**src/rtl/fft_out_reader.sv**
```systemverilog
// Unloads FFT results from the working RAM in natural bin order.
// Bin k is read from address bitrev_M(k) through a 1-cycle RAM read port,
// staged through a 2-entry FIFO and presented on a valid/ready stream.
module fft_out_reader #(
    parameter int unsigned width = 16,
    parameter int unsigned M     = 9,
    parameter int unsigned HALF  = 0
) (
    input  logic               clk,
    input  logic               reset_n,
    input  logic               start,
    output logic               busy,
    output logic               done,
    output logic               rd_en,
    output logic [M-1:0]       rd_adr,
    input  logic [2*width-1:0] rd_data,
    output logic               out_valid,
    input  logic               out_ready,
    output logic [2*width-1:0] out_data,
    output logic [M-1:0]       out_bin,
    output logic               out_last
);

    localparam int unsigned N        = 1 << M;
    localparam int unsigned K        = (HALF != 0) ? N / 2 : N;
    localparam logic [M:0]  LAST_BIN = (M+1)'(K - 1);

    typedef enum logic [1:0] {IDLE, READ, DRAIN} state_t;

    state_t             state, state_nxt;
    logic [M:0]         issue_cnt;
    logic [M-1:0]       issue_bin;
    logic               issue, start_acc, credit, pop, push, last_pop;
    logic [2:0]         occ;

    logic [M-1:0]       rd_bin;
    logic               rd_last;
    logic               tag_valid, tag_last;
    logic [M-1:0]       tag_bin;

    logic [2*width-1:0] f_data [2];
    logic [M-1:0]       f_bin  [2];
    logic               f_last [2];
    logic               wr_ptr, rd_ptr;
    logic [1:0]         f_count;

    function automatic logic [M-1:0] bitrev(input logic [M-1:0] v);
        logic [M-1:0] r;
        r = '0;
        for (int unsigned i = 0; i < M; i++) r[i] = v[M-1-i];
        return r;
    endfunction

    assign out_valid = (f_count != 2'd0);
    assign out_data  = f_data[rd_ptr];
    assign out_bin   = f_bin[rd_ptr];
    assign out_last  = f_last[rd_ptr];
    assign pop       = out_valid & out_ready;
    assign push      = tag_valid;
    assign last_pop  = pop & out_last;

    // Credit: words buffered plus reads still travelling must stay below 2
    // after this cycle's pop, so the FIFO can never overflow.
    always_comb begin
        occ    = 3'(f_count) + 3'(rd_en) + 3'(tag_valid) - 3'(pop);
        credit = (occ < 3'd2);
    end

    // Unload FSM state register.
    always_ff @(posedge clk or negedge reset_n) begin
        if (!reset_n) state <= IDLE;
        else          state <= state_nxt;
    end

    // Next-state and read-issue decision; bin 0 is issued in the start cycle.
    always_comb begin
        state_nxt = state;
        issue     = 1'b0;
        start_acc = 1'b0;
        case (state)
            IDLE: begin
                if (start && !busy) begin
                    start_acc = 1'b1;
                    issue     = 1'b1;
                    state_nxt = READ;
                end
            end
            READ: begin
                if (credit) begin
                    issue = 1'b1;
                    if (issue_cnt == LAST_BIN) state_nxt = DRAIN;
                end
            end
            DRAIN: begin
                if (last_pop) state_nxt = IDLE;
            end
            default: state_nxt = IDLE;
        endcase
        issue_bin = start_acc ? '0 : issue_cnt[M-1:0];
    end

    // Issue counter and registered RAM read strobe/address with bin tags.
    always_ff @(posedge clk or negedge reset_n) begin
        if (!reset_n) begin
            issue_cnt <= '0;
            rd_en     <= 1'b0;
            rd_adr    <= '0;
            rd_bin    <= '0;
            rd_last   <= 1'b0;
        end else begin
            rd_en <= issue;
            if (start_acc)  issue_cnt <= (M+1)'(1);
            else if (issue) issue_cnt <= issue_cnt + (M+1)'(1);
            if (issue) begin
                rd_adr  <= bitrev(issue_bin);
                rd_bin  <= issue_bin;
                rd_last <= (issue_bin == LAST_BIN[M-1:0]);
            end
        end
    end

    // One-stage tag delay so bin/last line up with rd_data.
    always_ff @(posedge clk or negedge reset_n) begin
        if (!reset_n) begin
            tag_valid <= 1'b0;
            tag_bin   <= '0;
            tag_last  <= 1'b0;
        end else begin
            tag_valid <= rd_en;
            tag_bin   <= rd_bin;
            tag_last  <= rd_last;
        end
    end

    // Two-entry output FIFO holding {data, bin, last}.
    always_ff @(posedge clk or negedge reset_n) begin
        if (!reset_n) begin
            f_data  <= '{default: '0};
            f_bin   <= '{default: '0};
            f_last  <= '{default: 1'b0};
            wr_ptr  <= 1'b0;
            rd_ptr  <= 1'b0;
            f_count <= 2'd0;
        end else begin
            if (push) begin
                f_data[wr_ptr] <= rd_data;
                f_bin[wr_ptr]  <= tag_bin;
                f_last[wr_ptr] <= tag_last;
                wr_ptr         <= ~wr_ptr;
            end
            if (pop) rd_ptr <= ~rd_ptr;
            f_count <= f_count + {1'b0, push} - {1'b0, pop};
        end
    end

    // busy spans start acceptance through the done pulse; done follows the final handshake.
    always_ff @(posedge clk or negedge reset_n) begin
        if (!reset_n) begin
            busy <= 1'b0;
            done <= 1'b0;
        end else begin
            done <= (state == DRAIN) && last_pop;
            if (start_acc) busy <= 1'b1;
            else if (done) busy <= 1'b0;
        end
    end

endmodule
```
**config.mk**
```make
export PLATFORM = sky130hd
export DESIGN_NAME = fft_out_reader
export DESIGN_NICKNAME = d
export VERILOG_FILES = /design/src/rtl/fft_out_reader.sv
export SDC_FILE = /design/constraint.sdc
export NUM_CORES = 1
export LEC_CHECK = 0
export BUFFER_PORTS_ARGS = -buffer_cell sky130_fd_sc_hd__buf_2
export CORE_ASPECT_RATIO = 1.25
export CORE_MARGIN = 4
export CORE_UTILIZATION = 25
export CTS_CLUSTER_SIZE = 8
export DETAILED_ROUTE_END_ITERATION = 7
export PLACE_DENSITY_LB_ADDON = 0.08
export SYNTH_ARGS = -nofsm -noshare
export SYNTH_HDL_FRONTEND = slang
export SYNTH_SLANG_ARGS = --single-unit
```
**constraint.sdc**
```tcl
create_clock -name clk -period 4.51 [get_ports clk]
set_input_delay 0.2255 -clock clk [delete_from_list [all_inputs] [get_ports clk]]
set_output_delay 0.2255 -clock clk [all_outputs]
set_load 0.01 [all_outputs]
```
==> results of run 1 <==
-- report_power, final --
group          leakage, nW  switching [mW]  internal, mW
logic                 1.28           0.976          1.01
registers             1.52           0.254          1.58
clock network        0.284           0.475         0.902
-- worst paths after layout --
check | startpoint | endpoint | slack, ns
max in group asynchronous | reset_n | f_data[42]$_DFFE_PN0P_ | 3.07
worst max-delay path | f_count[1]$_DFF_PN0_ | issue_cnt[6]$_DFFE_PN0P_ | 0.76
min in group asynchronous | reset_n | f_data[6]$_DFFE_PN0P_ | 0.40
worst min-delay path | rd_data[24] | f_data[24]$_DFFE_PN0P_ | 0.06
worst max register to register | f_count[1]$_DFF_PN0_ | issue_cnt[6]$_DFFE_PN0P_ | 0.76
worst min register to register | rd_last$_DFFE_PN0P_ | tag_last$_DFF_PN0_ | 0.40
-- cells in the final DEF (no fill, tap or decap), drive strengths merged, types with 3 or more instances in the layout --
master    n
a21oi     6
buf      97
mux2    126
o21ai     4
nor2      7
inv       9
ha        5
clkbuf   22
dfrtp   124
nand2    25
and3      3
or4       4
bufinv    3
nand3    13
xnor2     4
o31ai     3
-- cell families (layout without fill, tap and decap cells) --
family / Yosys count / count (layout)
compound gates: 19 / 19
xor+xnor: 6 / 6
fa+ha+maj: 6 / 6
buf+inv: 26 / 136
flops: 124 / 124
mux: 128 / 128
simple gates: 65 / 65
-- registers in the layout, indices dropped and copies added (netlist names), 2 cells and up --
signal     flops
issue_cnt     10
state          2
rd_adr         8
f_bin         18
f_last         2
tag_bin        9
f_count        2
f_data        64
-- routing by layer --
metal | share of wire | wire length (um)
met5 | 0 | 0
met4 | 0.017 | 205
met3 | 0.040 | 482
met2 | 0.51 | 6166
met1 | 0.43 | 5195
-- area by class of cell --
type / instances / area, um2
Clock buffer: 22 / 474.2
Fill cell: 2083 / 13720
Sequential cell: 124 / 3104
Timing Repair Buffer: 98 / 515.5
Tap cell: 270 / 337.8
Inverter: 9 / 33.78
Multi-Input combinational cell: 224 / 2022
Clock inverter: 7 / 115.1
-- per-stage QoR --
stage               power [mW]  cells  utilization  area [um2]  hold WS [ns]
finish                   5.202    754       0.3249        6603       0.06138
global route             5.583    754       0.3249        6603       0.04811
CTS                      5.329    754       0.3249        6603       0.03593
detailed placement       3.915    724       0.2954        6003        0.3063
global placement         3.870    724       0.2954        6003        0.2869
floorplan                3.193    374            -        5214      -0.07009
-- critical path: cells and delay by family, from the launching register on --
family	cells	cell delay [ns]
simple gates	4	1.84
fa+ha+maj	3	1.07
flops	1	0.42
compound gates	2	0.32
buf+inv	1	0.04
==> results.sh, run 1 <==
export IMPL_status="completed"
export IMPL_maxCapViolations=0
export IMPL_antenna_cells=0
export IMPL_syn_to_final_growth_pct=26.64
export IMPL_start_util=0.2566
export IMPL_worstHoldPathCells=2
export IMPL_cts_resized=0
export IMPL_synth_top_area_share=0.5952
export IMPL_viasPerCell=4.302
export IMPL_grtUsageTotal=0.1109
export IMPL_fp_dieW_um=137.2
export IMPL_slew_headroom=0.3606
export IMPL_hold_class="input pin to flip-flop"
export IMPL_cts_tree="yes"
export IMPL_numCtsBuffers=17
export IMPL_cp_cell_sequence="or2_2, and2_0, ha_1, inv_1, ha_1, a21o_1, fa_1, or3_1, or4_1, a21oi_1"
export IMPL_drtAntennaViolNets=0
export IMPL_dp_hpwl_um=7880
export IMPL_ir_drop_mv=0.3018
export IMPL_finalSetupTns_ns=0
export IMPL_cts_max_level=4
export IMPL_grt_pass1_vias=3622
export IMPL_yosys_mux_area_fraction=0.2760
export IMPL_worstRegToRegCells=10
export IMPL_cts_sinks=124
export IMPL_synth_most_common_cell="mux2_2"
export IMPL_grt_met2_usage=0.1908
export IMPL_design_core_area_um2=20320
export IMPL_ios=91
export IMPL_die_y_um=169.5
export IMPL_dp_slack_ns=0.7430
export IMPL_cp_required_ns=4.85
export IMPL_routed_wl_um=12050
export IMPL_io_buffers=90
export IMPL_end_kind="flip-flop"
export IMPL_busiest_layer="met2"
export IMPL_dieArea_um2=23240
export IMPL_grt_start_max_net_pins=49
export IMPL_p_leak_nw=3.078
export IMPL_critPathLaunchType="flip-flop"
export IMPL_synth_simple_area_share=0.06072
export IMPL_synthArstFlopShare=1.000
export IMPL_nets=516
export IMPL_yosysSeqAreaShare=0.5952
export IMPL_arrival_ns=4.09
export IMPL_drc=0
export IMPL_cts_max_path_buffers=2
export IMPL_finalHoldViolations=0
export IMPL_yosys_warnings=0
export IMPL_synth_compound_area_share=0.02328
export IMPL_grt_ovfl_total=0
export IMPL_power_density_nw_per_um2=787.9
export IMPL_skew_ns=0.005933
export IMPL_synth_area_leaders="dfrtp_1 (60%), mux2_2 (27%), nand2_1 (1.8%)"
export IMPL_cp_common_cell="ha_1"
export IMPL_clk_pin_slew_ns=0.06
export IMPL_synth_edf_count=0
export IMPL_dr_pass1_iters=4
export IMPL_synth_main_ff_cell="dfrtp_1"
export IMPL_setup_ws_ns=0.7601
export IMPL_synth_top_family_by_area="multiplexers"
export IMPL_synthTopCellsByCount="mux2_2 (126), dfrtp_1 (124), nand2_1 (25)"
export IMPL_slew_viol_final=0
export IMPL_final_layout_size_suffix_gt1_frac=0.5310
export IMPL_rsz0062_at_grt="false"
export IMPL_synthCells=374
export IMPL_fin_crit_sh=0.8315
export IMPL_cts_root_buf="clkbuf_16"
export IMPL_syn_nets=416
export IMPL_cts_hold_buffers_added=1
export IMPL_worst_setup_path_type="flip-flop to flip-flop"
export IMPL_post_cts_buffers=0
export IMPL_num_vias=3244
export IMPL_wl_per_cell_um=15.98
export IMPL_gr_usage_met3=0.02906
export IMPL_crit_slowest_cell="or3_1"
export IMPL_synth_xor_area_frac=0.01008
export IMPL_grt_first_pass_wirelength_um=19690
export IMPL_syn_mean_instance_area_um2=13.94
export IMPL_place_congestion=0.7008
export IMPL_cp_max_fo=20
export IMPL_setup_viol=0
export IMPL_synth_adder_area_share=0.01584
export IMPL_insertion_delay_ns=0.41
export IMPL_synth_seq_cells=124
export IMPL_slowest_delay_ns=0.68
export IMPL_fin_crit_ns=3.750
export IMPL_yosysTopAreaCell="dfrtp_1"
export IMPL_rows=58
export IMPL_first_iter_violations=78
export IMPL_syn_cell_area_um2=5214
export IMPL_use_met1=0.1303
export IMPL_fmax_mhz=266.7
export IMPL_synth_cell_types=34
export IMPL_grt_antenna_before_repair=0
export IMPL_tightest_slew_ns=0.9569
(Power assumes the default switching activity.)
==> inputs of run 2 (changes only) <==
- ABC_AREA: unset -> 1
- clock period: 4.51 -> 3.6 ns (I/O delays scaled with it)
==> run 2 against run 1 <==
Compared with the run above:
- sequential share of layout area shrank 1.0 points
- register-to-register slack lost 0.02 ns
- setup slack lost 0.016 ns
- cell count grew 33%
- via count grew 32%
- maximum frequency grew 31%
- clock power grew 36%
- synthesized area grew 3.4%
- design area grew 2.2%
- clock-buffer cell count shrank 2
- die area grew 3.2%
- utilization shrank 0.42 points
==> results.sh, run 2 <==
export IMPL_pwr_share_comb=0.385
export IMPL_routed_wl_um=13620
export IMPL_critPathLaunchType="flip-flop"
export IMPL_slew_headroom=0.3600
export IMPL_n_fill_cell=2209
export IMPL_holdPathEnd="f_data[52]$_DFFE_PN0P_"
export IMPL_reg2reg_slack_ns=0.74
export IMPL_tightest_slew_ns=0.9600
export IMPL_final_layout_size_suffix_gt1_frac=0.1995
export IMPL_wl_per_cell_um=13.54
export IMPL_clk_pin_slew_ns=0.06
export IMPL_grt_start_max_net_pins=86
export IMPL_clkPwrFrac=0.273
export IMPL_finalHoldViolations=0
export IMPL_cp_cell_sequence="nor2_1, nor2_1, ha_1, inv_1, ha_1, a21o_1, fa_1, inv_1, nand2_2, nor2_4, nand2_4, nand2_4, inv_2, nand2_1, o21ai_2"
export IMPL_start_util=0.2562
export IMPL_routed_top_layer="met4"
export IMPL_viasPerCell=4.246
export IMPL_worstHoldPathCells=3
export IMPL_synthCells=632
export IMPL_syn_to_final_growth_pct=25.19
export IMPL_cts_tree="yes"
export IMPL_ir_drop_mv=0.3811
export IMPL_io_buffers=90
export IMPL_hold_class="input pin to flip-flop"
export IMPL_dieArea_um2=23990
export IMPL_cts_root_buf="clkbuf_16"
export IMPL_setup_ws_ns=0.7437
export IMPL_yosys_warnings=0
export IMPL_drt_met1_wl_um=6344
export IMPL_status="completed"
export IMPL_switching_power_mw=2.687
export IMPL_place_congestion=0.7624
export IMPL_skew_ns=0.009326
export IMPL_rows=59
export IMPL_p_int_mw=4.161
export IMPL_nets=761
export IMPL_antenna_cells=0
export IMPL_synth_edf_count=0
export IMPL_cts_resized=0
export IMPL_slowest_delay_ns=0.42
export IMPL_syn_nets=674
export IMPL_synthArstFlopShare=1.000
export IMPL_cts_max_path_buffers=2
export IMPL_fmax_mhz=350.1
export IMPL_rsz0062_at_grt="false"
export IMPL_finalSetupTns_ns=0
export IMPL_dp_hpwl_um=8531
export IMPL_multi_input_area_um2=1846
export IMPL_power_mw=6.849
export IMPL_cp_required_ns=3.89
export IMPL_regArea_um2=3104
export IMPL_synthTopCellsByCount="nand2_1 (249), dfrtp_1 (124), o21ai_0 (75)"
export IMPL_cts_max_level=4
export IMPL_die_y_um=172.2
export IMPL_fin_crit_sh=0.7934
export IMPL_startpoint="f_count[1]$_DFF_PN0_"
export IMPL_largest_register="f_data"
export IMPL_p_leak_nw=3.588
export IMPL_r2r_end="rd_adr[2]$_DFFE_PN0P_"
export IMPL_fp_dieW_um=139.3
export IMPL_grt_pass1_vias=4255
export IMPL_first_iter_violations=247
export IMPL_yosysSeqAreaShare=0.5757
export IMPL_syn_cell_area_um2=5390
export IMPL_ios=91
export IMPL_route_met3_wl_um=523
export IMPL_fin_crit_ns=2.856
export IMPL_worstRegToRegCells=15
export IMPL_post_cts_buffers=0
export IMPL_end_kind="flip-flop"
export IMPL_dr_wl_met2_um=6531
export IMPL_syn_mean_instance_area_um2=8.529
export IMPL_maxCapViolations=0
export IMPL_grtUsageTotal=0.1184
export IMPL_seq_power_share=0.342
export IMPL_setup_viol=0
export IMPL_placed_area_um2=6058
export IMPL_largest_reg_flops=64
export IMPL_synth_cell_types=29
export IMPL_numCtsBuffers=17
export IMPL_final_area_um2=6748
export IMPL_power_density_nw_per_um2=1015
export IMPL_synth_main_ff_cell="dfrtp_1"
export IMPL_synth_area_leaders="dfrtp_1 (58%), nand2_1 (17%), o21ai_0 (7.0%)"
export IMPL_cp_max_fo=13
export IMPL_worst_setup_path_type="flip-flop to flip-flop"
export IMPL_insertion_delay_ns=0.41
export IMPL_design_core_area_um2=21040
export IMPL_dp_slack_ns=0.7323
export IMPL_synth_most_common_cell="nand2_1"
export IMPL_yosysTopAreaCell="dfrtp_1"
export IMPL_grt_ovfl_total=0
export IMPL_arrival_ns=3.15
export IMPL_drc=0
export IMPL_cts_hold_buffers_added=4
export IMPL_r2r_start="f_count[1]$_DFF_PN0_"
export IMPL_cts_sinks=124
export IMPL_synth_top_area_share=0.5757
export IMPL_layout_commonest_cell="nand2_1"
export IMPL_synth_seq_cells=124
export IMPL_drtAntennaViolNets=0
export IMPL_grt_first_pass_wirelength_um=22340
export IMPL_num_vias=4271
export IMPL_dr_pass1_iters=5
export IMPL_switching_share=0.3924
export IMPL_largestRegisters="f_data: 64 flops, f_bin: 18 flops, issue_cnt: 10 flops"
export IMPL_hp_start="rd_data[20]"
export IMPL_slew_viol_final=0
export IMPL_mostFrequentLayoutCells="nand2_1 (248), dfrtp_1 (123), buf_2 (89), o21ai_0 (75), inv_1 (67)"
export IMPL_grt_antenna_before_repair=0
export IMPL_crit_slowest_cell="fa_1"
run 2: metal layers:
layer,vias up,GRT usage
li1,2134,-
met1,2041,0.1483
met2,84,0.1990
met3,12,0.02683
met4,0,0.04851
met5,-,0
run 2: power by group through the flow:
| stage | combinational (mW) | clock (mW) | sequential, mW |
|---|---|---|---|
| after floorplan | 1.91 | 0 | 2.29 |
| after global placement | 2.65 | 0 | 2.36 |
| final | 2.64 | 1.87 | 2.34 |
| after CTS | 2.72 | 1.94 | 2.35 |
| after global routing | 3.05 | 2.00 | 2.42 |
| after detailed placement | 2.70 | 0 | 2.37 |
run 2: through the flow:
| stage | instances | utilization | hold slack [ns] |
|---|---|---|---|
| 6_report | 1006 | 0.3207 | 0.02750 |
| 5_1_grt | 1006 | 0.3207 | 0.02831 |
| 4_1_cts | 1006 | 0.3207 | 0.008039 |
| 3_5_place_dp | 970 | 0.2880 | 0.2635 |
| 3_3_place_gp | 970 | 0.2880 | 0.2536 |
| 2_1_floorplan | 632 | - | -0.1156 |
run 2: layout make-up:
cell class	instances	share of cell area
multi-input combinational	406	0.2735
clock buffer	20	0.06768
clock inverter	12	0.02856
inverter	72	0.04005
tap	274	0.05081
sequential	124	0.4600
timing repair buffer	98	0.07936
run 2: logic make-up (layout without fill, tap and decap cells):
family / count (synthesis) / in the layout / synth area share
flops: 124 / 124 / 0.5757
xor+xnor: 3 / 3 / 0.004876
simple gates: 290 / 290 / 0.2161
compound gates: 107 / 107 / 0.1056
buf+inv: 102 / 202 / 0.08240
fa+ha+maj: 6 / 6 / 0.01532
run 2: worst max-delay path by stage:
stage,to,cells after the start
2_1_floorplan,rd_adr[5]$_DFFE_PN0P_,16
3_3_place_gp,rd_adr[3]$_DFFE_PN0P_,15
3_5_place_dp,rd_adr[2]$_DFFE_PN0P_,15
4_1_cts,rd_adr[2]$_DFFE_PN0P_,15
5_1_grt,rd_last$_DFFE_PN0P_,15
6_report,rd_adr[2]$_DFFE_PN0P_,15
run 2: critical path: cells and delay by family (launching register included):
family,cells,cell delay [ns]
AO/OA/AOI/OAI,2,0.22
adder cells (fa/ha/maj),3,0.92
buffers and inverters,3,0.26
flip-flops,1,0.39
AND/OR/NAND/NOR,7,0.93
==> inputs of run 3 (changes only) <==
- clock period: 3.6 -> 2.8 ns (I/O delays scaled with it)
==> run 3 against run 2 <==
Compared with the run above:
- maximum frequency rose by 10%
- critical endpoint is now issue_cnt[9]$_DFFE_PN0P_
- clock power rose by 19%
- first-iteration DRC count fell by 12%
- wire length rose by 1.1%
- critical path type unchanged
- largest cell class unchanged
==> results.sh, run 3 (synthesized netlist as in run 2, its figures left out) <==
export IMPL_finalHoldViolations=0
export IMPL_maxCapViolations=0
export IMPL_grt_antenna_before_repair=0
export IMPL_design_core_area_um2=21040
export IMPL_place_congestion=0.7537
export IMPL_routed_wl_um=13770
export IMPL_skew_ns=0.008813
export IMPL_grt_ovfl_total=0
export IMPL_cts_tree="yes"
export IMPL_p_leak_nw=3.694
export IMPL_cp_required_ns=3.11
export IMPL_hold_class="input pin to flip-flop"
export IMPL_grt_start_max_net_pins=86
export IMPL_cts_max_level=4
export IMPL_worst_setup_path_type="flip-flop to flip-flop"
export IMPL_n_fill_cell=2244
export IMPL_tightest_slew_ns=0.9436
export IMPL_io_buffers=90
export IMPL_largestRegisters="f_data: 64 flops, f_bin: 18 flops, issue_cnt: 10 flops"
export IMPL_rsz0062_at_grt="false"
export IMPL_crit_family="adder cells"
export IMPL_fin_crit_sh=0.9274
export IMPL_slowest_delay_ns=0.42
export IMPL_power_mw=8.743
export IMPL_dr_pass1_iters=5
export IMPL_viasPerCell=4.220
export IMPL_num_vias=4372
export IMPL_cp_max_fo=8
export IMPL_grtUsageTotal=0.1212
export IMPL_die_y_um=172.2
export IMPL_nets=791
export IMPL_arrival_ns=2.90
export IMPL_end_kind="flip-flop"
export IMPL_syn_to_final_growth_pct=29.62
export IMPL_ir_drop_mv=0.5573
export IMPL_start_util=0.2562
export IMPL_ios=91
export IMPL_grt_first_pass_wirelength_um=22950
export IMPL_final_cells=1036
export IMPL_dieArea_um2=23990
export IMPL_slew_viol_final=0
export IMPL_first_iter_violations=217
export IMPL_path_buf_inv=2
export IMPL_fmax_mhz=385.1
export IMPL_power_density_nw_per_um2=1251
export IMPL_dp_hpwl_um=8943
export IMPL_mostFrequentLayoutCells="nand2_1 (248), dfrtp_1 (123), buf_2 (89), o21ai_0 (75), inv_1 (67)"
export IMPL_final_layout_size_suffix_gt1_frac=0.2021
export IMPL_largest_register="f_data"
export IMPL_slew_headroom=0.3709
export IMPL_fin_crit_ns=2.597
export IMPL_critPathLaunchType="flip-flop"
export IMPL_largest_reg_flops=64
export IMPL_crit_slowest_cell="fa_1"
export IMPL_status="completed"
export IMPL_cp_cell_sequence="nor2_2, nor2_1, ha_1, inv_1, ha_1, a21o_1, fa_1, inv_1, nand2_2, nor3_4, nand4_1, nand2_1, nor2_1"
export IMPL_cts_root_buf="clkbuf_16"
export IMPL_numCtsBuffers=17
export IMPL_grt_pass1_vias=4395
export IMPL_setup_viol=0
export IMPL_finalSetupTns_ns=0
export IMPL_drc=0
export IMPL_insertion_delay_ns=0.41
export IMPL_antenna_cells=0
export IMPL_clk_pin_slew_ns=0.06
export IMPL_cts_sinks=124
export IMPL_fp_dieW_um=139.3
export IMPL_layout_commonest_cell="nand2_1"
export IMPL_drtAntennaViolNets=0
export IMPL_rows=59
export IMPL_numPlacedInstances=976
export IMPL_cts_max_path_buffers=2
export IMPL_wl_per_cell_um=13.29
-- run 3: area by class of cell --
cell class | count | area, um2 | share of cell area
sequential | 124 | 3104 | 0.4443
multi-input combinational | 406 | 1848 | 0.2645
tap | 274 | 342.8 | 0.04907
timing repair buffer | 128 | 820.8 | 0.1175
clock inverter | 15 | 172.7 | 0.02471
clock buffer | 17 | 425.4 | 0.06089
inverter | 72 | 272.8 | 0.03904
-- run 3: final timing paths --
check | start | end | slack [ns] | depth (start not counted)
max | f_count[1]$_DFF_PN0_ | issue_cnt[9]$_DFFE_PN0P_ | 0.20 | 13
min | rd_data[25] | f_data[57]$_DFFE_PN0P_ | 0.02 | 3
min in group asynchronous | reset_n | f_data[19]$_DFFE_PN0P_ | 0.31 | 2
max in group asynchronous | reset_n | f_bin[4]$_DFFE_PN0P_ | 1.65 | 3
min reg2reg | rd_last$_DFFE_PN0P_ | tag_last$_DFF_PN0_ | 0.38 | 0
max reg2reg | f_count[1]$_DFF_PN0_ | issue_cnt[9]$_DFFE_PN0P_ | 0.20 | 13
-- run 3: stage by stage --
step / setup slack, ns / hold slack (ns) / area [um2] / utilization
floorplan: 0.2362 / -0.1556 / 5390 / -
global placement: 0.1709 / 0.2030 / 6103 / 0.2901
detailed placement: 0.1470 / 0.2067 / 6103 / 0.2901
CTS: 0.1283 / 0.001404 / 6982 / 0.3318
global route: 0.03425 / 0.01710 / 6987 / 0.3321
finish: 0.2032 / 0.01955 / 6987 / 0.3321
-- run 3: where the power goes --
part	internal [mW]	switching (mW)
clock network	1.40	0.823
logic	1.24	2.26
registers	2.58	0.444
total	5.22	3.52
-- run 3: metal layers --
layer,global-route usage,share of wire,up-vias
li1,-,-,2198
met1,0.1552,0.47,2068
met2,0.2003,0.48,89
met3,0.02794,0.041,17
met4,0.04723,0.017,0
met5,0,0,-
-- run 3: what timing repair did --
item,in CTS,in global routing
hold endpoints to repair,87,0
setup buffers,0,0
hold buffers,28,0
gates resized for setup,0,2
setup endpoints to repair,0,13
-- run 3: worst register-to-register path: stages (launching register included) --
cell	delay, ns
dfrtp_1	0.38
nor2_2	0.12
nor2_1	0.07
ha_1	0.27
inv_1	0.04
ha_1	0.26
a21o_1	0.17
fa_1	0.42
inv_1	0.07
nand2_2	0.09
nor3_4	0.32
nand4_1	0.14
nand2_1	0.09
nor2_1	0.06
